## src/rtl/reg_writeback_pkg.sv

```systemverilog
// reg_writeback_pkg: shared decode-stage widths and the {addr, data} writeback entry record
package reg_writeback_pkg;
  localparam int WB_DATA_W = 16;
  localparam int WB_ADDR_W = 5;
  typedef struct packed {
    logic [WB_ADDR_W-1:0] addr;
    logic [WB_DATA_W-1:0] data;
  } wb_entry_t;
endpackage

```

## src/rtl/wb_fifo.sv

```systemverilog
// wb_fifo: pending-write FIFO with two ordered push ports (0 older), one pop port, entries exposed oldest-first
module wb_fifo
  import reg_writeback_pkg::*;
#(
  parameter int W     = WB_ADDR_W + WB_DATA_W,
  parameter int DEPTH = 4,
  parameter int CW    = $clog2(DEPTH) + 1
) (
  input  logic               clk,
  input  logic               rst,
  input  logic               push0,
  input  logic [W-1:0]       d0,
  input  logic               push1,
  input  logic [W-1:0]       d1,
  input  logic               pop,
  output logic [W-1:0]       head,
  output logic [CW-1:0]      count,
  output logic [DEPTH*W-1:0] entries,
  output logic [DEPTH-1:0]   valid
);
  localparam int AW = $clog2(DEPTH);
  logic [W-1:0]  r_mem [DEPTH];
  logic [AW-1:0] r_wr, r_rd;
  logic [CW-1:0] r_count;
  logic [AW-1:0] w_slot1;
  assign w_slot1 = r_wr + AW'(push0);
  always_ff @(posedge clk) begin
    if (rst) begin
      r_wr    <= '0;
      r_rd    <= '0;
      r_count <= '0;
    end else begin
      if (push0) r_mem[r_wr] <= d0;
      if (push1) r_mem[w_slot1] <= d1;
      r_wr    <= r_wr + AW'(push0) + AW'(push1);
      r_rd    <= r_rd + AW'(pop);
      r_count <= r_count + CW'(push0) + CW'(push1) - CW'(pop);
    end
  end
  assign head  = r_mem[r_rd];
  assign count = r_count;
  for (genvar g = 0; g < DEPTH; g++) begin : g_view
    assign entries[g*W +: W] = r_mem[r_rd + AW'(g)];
    assign valid[g]          = CW'(g) < r_count;
  end
endmodule

```

## src/rtl/reg_writeback.sv

```systemverilog
// reg_writeback: arbitrates ALU/MEM results into a FIFO, drains one per cycle to the register-file write port, with youngest-wins bypass lookup
module reg_writeback
  import reg_writeback_pkg::*;
#(
  parameter int DATA_W = WB_DATA_W,
  parameter int ADDR_W = WB_ADDR_W,
  parameter int DEPTH  = 4
) (
  input  logic                     clk,
  input  logic                     rst,
  input  logic                     alu_valid,
  input  logic [ADDR_W-1:0]        alu_addr,
  input  logic [DATA_W-1:0]        alu_data,
  output logic                     alu_ready,
  input  logic                     mem_valid,
  input  logic [ADDR_W-1:0]        mem_addr,
  input  logic [DATA_W-1:0]        mem_data,
  output logic                     mem_ready,
  output logic                     write_enable,
  output logic [ADDR_W-1:0]        write_addr,
  output logic [DATA_W-1:0]        write_data,
  input  logic [ADDR_W-1:0]        lookup_addr,
  output logic                     lookup_hit,
  output logic [DATA_W-1:0]        lookup_data,
  output logic [$clog2(DEPTH):0]   count
);
  localparam int W  = ADDR_W + DATA_W;
  localparam int CW = $clog2(DEPTH) + 1;
  logic [W-1:0]       w_head;
  logic [CW-1:0]      w_count;
  logic [DEPTH*W-1:0] w_entries;
  logic [DEPTH-1:0]   w_valid;
  logic               w_mem_acc, w_alu_acc, w_pop;
  // Readiness ignores the same-cycle pop; MEM gets the last free slot over ALU.
  assign mem_ready = !rst && w_count <= CW'(DEPTH-1);
  assign alu_ready = !rst && (w_count <= CW'(DEPTH-2) || (w_count == CW'(DEPTH-1) && !mem_valid));
  assign w_mem_acc = mem_valid && mem_ready;
  assign w_alu_acc = alu_valid && alu_ready;
  assign w_pop     = !rst && w_count != '0;
  assign count     = w_count;
  wb_fifo #(.W(W), .DEPTH(DEPTH), .CW(CW)) u_fifo (
    .clk     (clk),
    .rst     (rst),
    .push0   (w_mem_acc),
    .d0      ({mem_addr, mem_data}),
    .push1   (w_alu_acc),
    .d1      ({alu_addr, alu_data}),
    .pop     (w_pop),
    .head    (w_head),
    .count   (w_count),
    .entries (w_entries),
    .valid   (w_valid)
  );
  always_ff @(posedge clk) begin
    if (rst) begin
      write_enable <= 1'b0;
      write_addr   <= '0;
      write_data   <= '0;
    end else begin
      write_enable <= w_pop;
      if (w_pop) {write_addr, write_data} <= w_head;
    end
  end
  // The write-port register is older than every FIFO entry, so it is checked first and later matches override.
  always_comb begin
    lookup_hit  = 1'b0;
    lookup_data = '0;
    if (write_enable && write_addr == lookup_addr) begin
      lookup_hit  = 1'b1;
      lookup_data = write_data;
    end
    for (int i = 0; i < DEPTH; i++)
      if (w_valid[i] && w_entries[i*W+DATA_W +: ADDR_W] == lookup_addr) begin
        lookup_hit  = 1'b1;
        lookup_data = w_entries[i*W +: DATA_W];
      end
    if (rst) begin
      lookup_hit  = 1'b0;
      lookup_data = '0;
    end
  end
endmodule

```

## config.mk

```make
export PLATFORM = sky130hd
export DESIGN_NAME = reg_writeback
export DESIGN_NICKNAME = d
export VERILOG_FILES = /design/src/rtl/reg_writeback_pkg.sv /design/src/rtl/wb_fifo.sv /design/src/rtl/reg_writeback.sv
export SDC_FILE = /design/constraint.sdc
export NUM_CORES = 1
export LEC_CHECK = 0
export ABC_AREA = 1
export BUFFER_PORTS_ARGS = -buffer_cell sky130_fd_sc_hd__buf_2
export CAP_MARGIN = 20
export CORE_MARGIN = 2
export CORE_UTILIZATION = 26
export DETAILED_ROUTE_END_ITERATION = 8
export HOLD_SLACK_MARGIN = 0.15
export PLACE_DENSITY = 0.54
export RECOVER_POWER = 25
export SYNTH_ARGS = -nofsm -noshare
export SYNTH_HDL_FRONTEND = slang
export SYNTH_SLANG_ARGS = --single-unit
```

## constraint.sdc

```tcl
create_clock -name clk -period 6.6 [get_ports clk]
set_clock_uncertainty 0.1 [all_clocks]
set_input_delay 0.33 -clock clk [delete_from_list [all_inputs] [get_ports clk]]
set_output_delay 0.33 -clock clk [all_outputs]
set_load 0.02 [all_outputs]
```

After elaboration in Yosys (flattened, before gate mapping)
Memory sizes are Yosys's and may differ from the RTL's. A register that Yosys moved wholly into a read port is not among the register bits.
Index checks and enable logic that the tools add are counted.

cells by class
  $lt $le $gt $ge = 6
  eq/ne operators = 6
  add/subtract/negate cells = 9
  mux-type cells = 19
  reduce and logical (&&, ||, !) cells = 15

operators with widths
  operator                                                                      count
  16-bit two-way mux                                                            6
  5-bit == test                                                                 5
  1-bit two-way mux                                                             12
  1-bit logical AND                                                             11
  2-bit by 1-bit adder with 2-bit output                                        3
  3-bit by 1-bit adder with 3-bit output                                        2
  3-bit by 2-bit <= comparator with 1-bit output (second input constant)        2
  1-bit by 3-bit less-than comparator with 1-bit output (first input constant)  2
  2-bit by 3-bit less-than comparator with 1-bit output (first input constant)  2
  2-bit adder (second input constant)                                           2
  3-bit by 2-bit == test with 1-bit output (second input constant)              1
  3-bit nonzero test                                                            1
  3-bit by 1-bit subtractor with 3-bit output                                   1
  2-bit by 1-bit adder with 2-bit output (second input constant)                1
  1-bit logical NOT                                                             2
  2-bit two-way mux                                                             1
  1-bit logical OR                                                              1

word-level totals
  register bits = 29
  bits in writable memories = 84
  memories kept = 1

memory list
  name          depth  width  read ports  clocked after memory_dff  write ports  line           source
  u_fifo.r_mem  4      21     4           1                         2            wb_fifo.sv:22  logic [W-1:0] r_mem [DEPTH];

Depth between registers and ports, before layout
  word-level depth = 8
  depth in mapped cells = 15
  mapped depth without buffers = 13

Modules after synthesis
From an unflattened synthesis, not the netlist that was laid out.

unflattened totals
  cell total of the unflattened synthesis = 1340
  area, all modules = 9031.2 sq um

by module, submodules not included
  module         seq. area each (sq um)  cells an instance  times used  area each (sq um)
  wb_fifo        2662.6                  949                1           6781.5
  reg_writeback  440.4                   391                1           2249.7

Worst setup path before layout
Ideal clock, no wire load.

  path type = register -> register
  start = register u_fifo.r_count[1], in the netlist u_fifo.count[1]
  end = memory u_fifo.r_mem[1][0] (netlist bit) (enable)
  period minus slack after synthesis = 3229 ps
  setup slack = 3371 ps
  path buffers = 1
  arrival time = 2701 ps
  setup time = 428 ps
  stages on the path, launching flop included = 10
  data required time = 6072 ps
  cell sequence = dfxtp_1 -> inv_1 -> ha_1 -> a21oi_1 -> o21ai_0 -> nand2_1 -> inv_1 -> nand3_1 -> clkbuf_1 -> o21ai_0

RTL lines
  item                    line           source
  from (decl)             wb_fifo.sv:24  logic [CW-1:0] r_count;
  from (signal assigned)  wb_fifo.sv:37  r_count <= r_count + CW'(push0) + CW'(push1) - CW'(pop);
  to (decl)               wb_fifo.sv:22

Worst setup path after layout
  start = register u_fifo.r_rd[0]
  end = output port lookup_data[14]

between the ends
  longest elaborated chain between the ends = 8
  elaborated cells on any way between the ends = 14
  those cells by class = add/sub (3); eq/ne (3); mux (4); reduce/logical (3); memory (1)

ends and longest elaborated chain
  item                                    line                 source
  from (decl)                             wb_fifo.sv:23        logic [AW-1:0] r_wr, r_rd;
  from (signal assigned)                  wb_fifo.sv:36        r_rd <= r_rd + AW'(pop);
  2-bit by 1-bit adder with 2-bit output  wb_fifo.sv:43        assign entries[g*W +: W] = r_mem[r_rd + AW'(g)];
  memory 4 x 21 bit (*)                   -
  5-bit == test                           reg_writeback.sv:73  if (w_valid[i] && w_entries[i*W+DATA_W +: ADDR_W] == lookup_addr) begin
  1-bit logical AND                       reg_writeback.sv:73
  16-bit two-way mux (2 in series)        reg_writeback.sv:73
  16-bit two-way mux (*)                  reg_writeback.sv:73
  16-bit two-way mux (*)                  reg_writeback.sv:77  if (rst) begin
  to (decl)                               reg_writeback.sv:24  output logic [DATA_W-1:0] lookup_data,

Mark *: on every way between the ends. The rest lies on a longest branch, timed or not.

==> key figures <==
STA
  – Final worst slack: 1.39 ns
  – Setup tns final: 0 ns
  – Slew Viols, Final: 88
  – Max-Slew Margin vs Limit: -17.9%
  – Max Fclk: 0.192 GHz
  – # setup viols final: 0
  – Worst Tran Pin Value: 1.77 ns
  – Fin. Hold Viols: 0
  – RSZ-0062 raised after global routing: no
  – Post-route clock period utilization: 78.9%
  – Crit path time final: 5.21 ns

Pwr
  – P_leak: 4.18 nW
  – PwrDens: 382 mW/mm2
  – Peak supply drop: 0.172 mV
  – Total Power: 3.60 mW

Yosys
  – Largest cells by area after synthesis: edfxtp_1 31%, nand2_1 19%, o21ai_0 14%, dfxtp_1 7.2%, inv_1 5.2%
  – Sequential area share after synthesis: 38.6%
  – Synthesized cell area: 0.00803 mm2
  – Number of synthesis warnings: 0
  – Mean Syn Cell Area: 6.77 um2
  – Unique masters post-synth: 35
  – Mapped Cells: 1186
  – Synth Register Bits: 113
  – Post-synth top area share: 31.4%
  – Syn_nets: 1245
  – Leading area contributor after synthesis: edfxtp_1

Route
  – Initial drt markers: 663
  – Drt total wl: 23700 um
  – Drt first pass iters: 5
  – Drt drc: 0
  – WL per Instance: 14.2 um
  – Via Count: 7512
  – Antenna Nets Post-Route: 0
  – Vias per cell: 4.50

Setup path
  – FF-to-FF setup slack: 3.04 ns
  – CP Capture Type: output port
  – End point of the critical path: lookup_data[14]
  – CP Launch Type: flip-flop
  – Max stage delay on crit path: 1.18 ns
  – Crit-path cells: inv_2, nand2_1, nand2_4, nand2_1, nand2_1, nand2_1, nand2_1, nor2_1, nand3_2, nand3_1, nand3_1, a21oi_1, buf_2
  – Reg2Reg Capture Point: u_fifo.r_mem[1][3]
  – Critical path class: flip-flop to output port
  – R2r worst-path depth: 9
  – Crit path from: u_fifo.r_rd[0]
  – Crit Path Max Fanout: 71
  – Worst R2R Start: u_fifo.count[2]
  – Crit path buf inv count: 2
  – Stages on the worst setup path: 13
  – WP data required: 6.17 ns
  – Crit path DAT: 4.78 ns
  – CP max-delay cell: dfxtp_1
  – CP most frequent cell: nand2_1
  – CP delay by family, top: simple AND/OR/NAND/NOR gates

Run status
  – Status: finished with violations
  – Failing checks: max-capacitance violations, max-slew violations

Clock tree
  – H-Tree Depth: 4
  – Post-CTS setup buffer count: 0
  – Num CTS Buffers: 17
  – CTS Sinks: 113
  – CTS root buffer: clkbuf_16
  – Hold buffers post-CTS: 21
  – CTS Buffer Depth: 2
  – CTS tree: yes
  – Clk slew on worst S/H paths: 0.06 ns
  – Clk_lat worst skew: 0.43 ns
  – Resize count post-CTS: 0

Floorplan
  – Count of boundary I/O pins: 95
  – Die width: 180 um
  – Die Span Y: 180 um
  – Initial core utilization: 26.3%
  – Die area: 0.0323 mm2
  – Row count: 64
  – Core area: 0.0305 mm2

GRT
  – Largest net degree at the start of global routing: 79
  – Antenna violations before repair: 0
  – Vias in the first global route: 6848
  – Grt ovf: 0
  – First-pass GRT wire length: 38600 um
  – Total GRT Usage: 14.9%

Finish
  – Finished Core Util: 30.9%
  – Fillcell total: 3313
  – Diodes inserted: 0
  – Layout cells sized above 1: 10.8%
  – Post-layout nets: 1318
  – Final std cells w/o fill: 1668
  – Area growth from synthesis to layout: 17.4%

Placed design
  – Cells after DPL: 1615
  – Hpwl dp: 17800 um
  – Dpl ws: 2.39 ns
  – Port bufs: 94
  – Routability cong.: 0.852

Run
  – Max cap viols: 2

Min path
  – Hold Crit Class: input port to flip-flop
flip-flops by register name, summed over array words and instances (netlist names):
name,flops
u_fifo.count,3
u_fifo.r_mem,84
u_fifo.r_rd,2
u_fifo.r_wr,2
write_addr,5
write_data,16
write_enable,1
logic make-up after synthesis:
group | count (synthesis) | share of synthesized area, %
adder cells (fa/ha/maj) | 8 | 1.43
AO/OA/AOI/OAI | 272 | 18.4
buffers and inverters | 187 | 10.1
XOR/XNOR | 10 | 1.09
flip-flops | 113 | 38.6
AND/OR/NAND/NOR | 596 | 30.4
cell type report:
type	count	area [um2]	share of cell area, %
flip-flops and latches	113	3100	32.9
clock buffers	20	437	4.63
clock inverters	12	93.8	0.995
well taps	396	495	5.25
repair buffers	126	714	7.57
multi-input cells	886	4160	44.1
inverters	115	432	4.58
stage by stage:
step | area (um2) | hold slack [ns]
floorplan | 8030 | 0.421
global placement | 8750 | 0.366
detailed placement | 8750 | 0.368
CTS | 9490 | 0.185
global route | 9430 | 0.212
finish | 9430 | 0.198
cells in the mapped netlist, drive strengths merged:
| cell type | count |
|---|---|
| nand2 | 402 |
| o21ai | 226 |
| inv | 114 |
| nor2 | 113 |
| edfxtp | 84 |
| nand3 | 60 |
| clkbuf | 41 |
| buf | 31 |
| dfxtp | 29 |
| a21oi | 26 |
| nand4 | 18 |
| a211oi | 11 |
| xor2 | 8 |
| o31ai | 7 |
| ha | 6 |
| fa | 2 |
| nor3 | 2 |
| xnor2 | 2 |
| clkinv | 1 |
| nand3b | 1 |
| o211ai | 1 |
| o22ai | 1 |
layout by cell type (no fill, tap or decap), types with 18 or more instances in the layout:
cell | netlist | final
inv_1 | 111 | 111
edfxtp_1 | 84 | 84
dlygate4sd3_1 | 0 | 21
dfxtp_1 | 29 | 29
buf_2 | 13 | 67
nand2_1 | 399 | 399
nand4_1 | 18 | 18
clkbuf_1 | 41 | 34
nor2_1 | 107 | 107
nand3_1 | 58 | 58
o21ai_0 | 221 | 219
layer usage:
layer	up-vias	track usage, %	share of wire, %
li1	4020	-	-
met5	-	0	0
met2	194	20.8	39
met3	23	2.88	5.0
met4	0	4.39	1.4
met1	3275	22.9	54
worst reg2reg max path: cells and delay by family, from the launching register on:
family | cells | cell delay [ns]
buffers and inverters | 3 | 1.68
DFF | 1 | 0.43
adders and majority gates | 1 | 0.20
and+or+nand+nor | 3 | 0.56
xor gates and xnor gates | 1 | 0.19
AOI/OAI and AO/OA | 1 | 0.10
power breakdown:
group / leakage [nW] / internal (mW) / switching (mW) / total, mW
Clock: 0.244 / 0.509 / 0.339 / 0.848
Sequential: 1.01 / 0.960 / 0.121 / 1.08
Combinational: 2.93 / 0.477 / 1.20 / 1.67
Total: 4.18 / 1.95 / 1.66 / 3.60
how the worst min path moves through the flow:
stage	start	endpoint	slack (ns)	cells after the start
3_5_place_dp	write_data[9]	write_data[9]	0.37	2
3_3_place_gp	write_data[15]	write_data[15]	0.37	2
4_1_cts	alu_data[7]	u_fifo.r_mem[2][7]	0.19	3
6_report	alu_data[7]	u_fifo.r_mem[1][7]	0.20	3
5_1_grt	alu_data[9]	u_fifo.r_mem[1][9]	0.21	3
2_1_floorplan	mem_data[0]	u_fifo.r_mem[0][0]	0.42	2
Note: power is estimated with default switching activity, not from simulation.
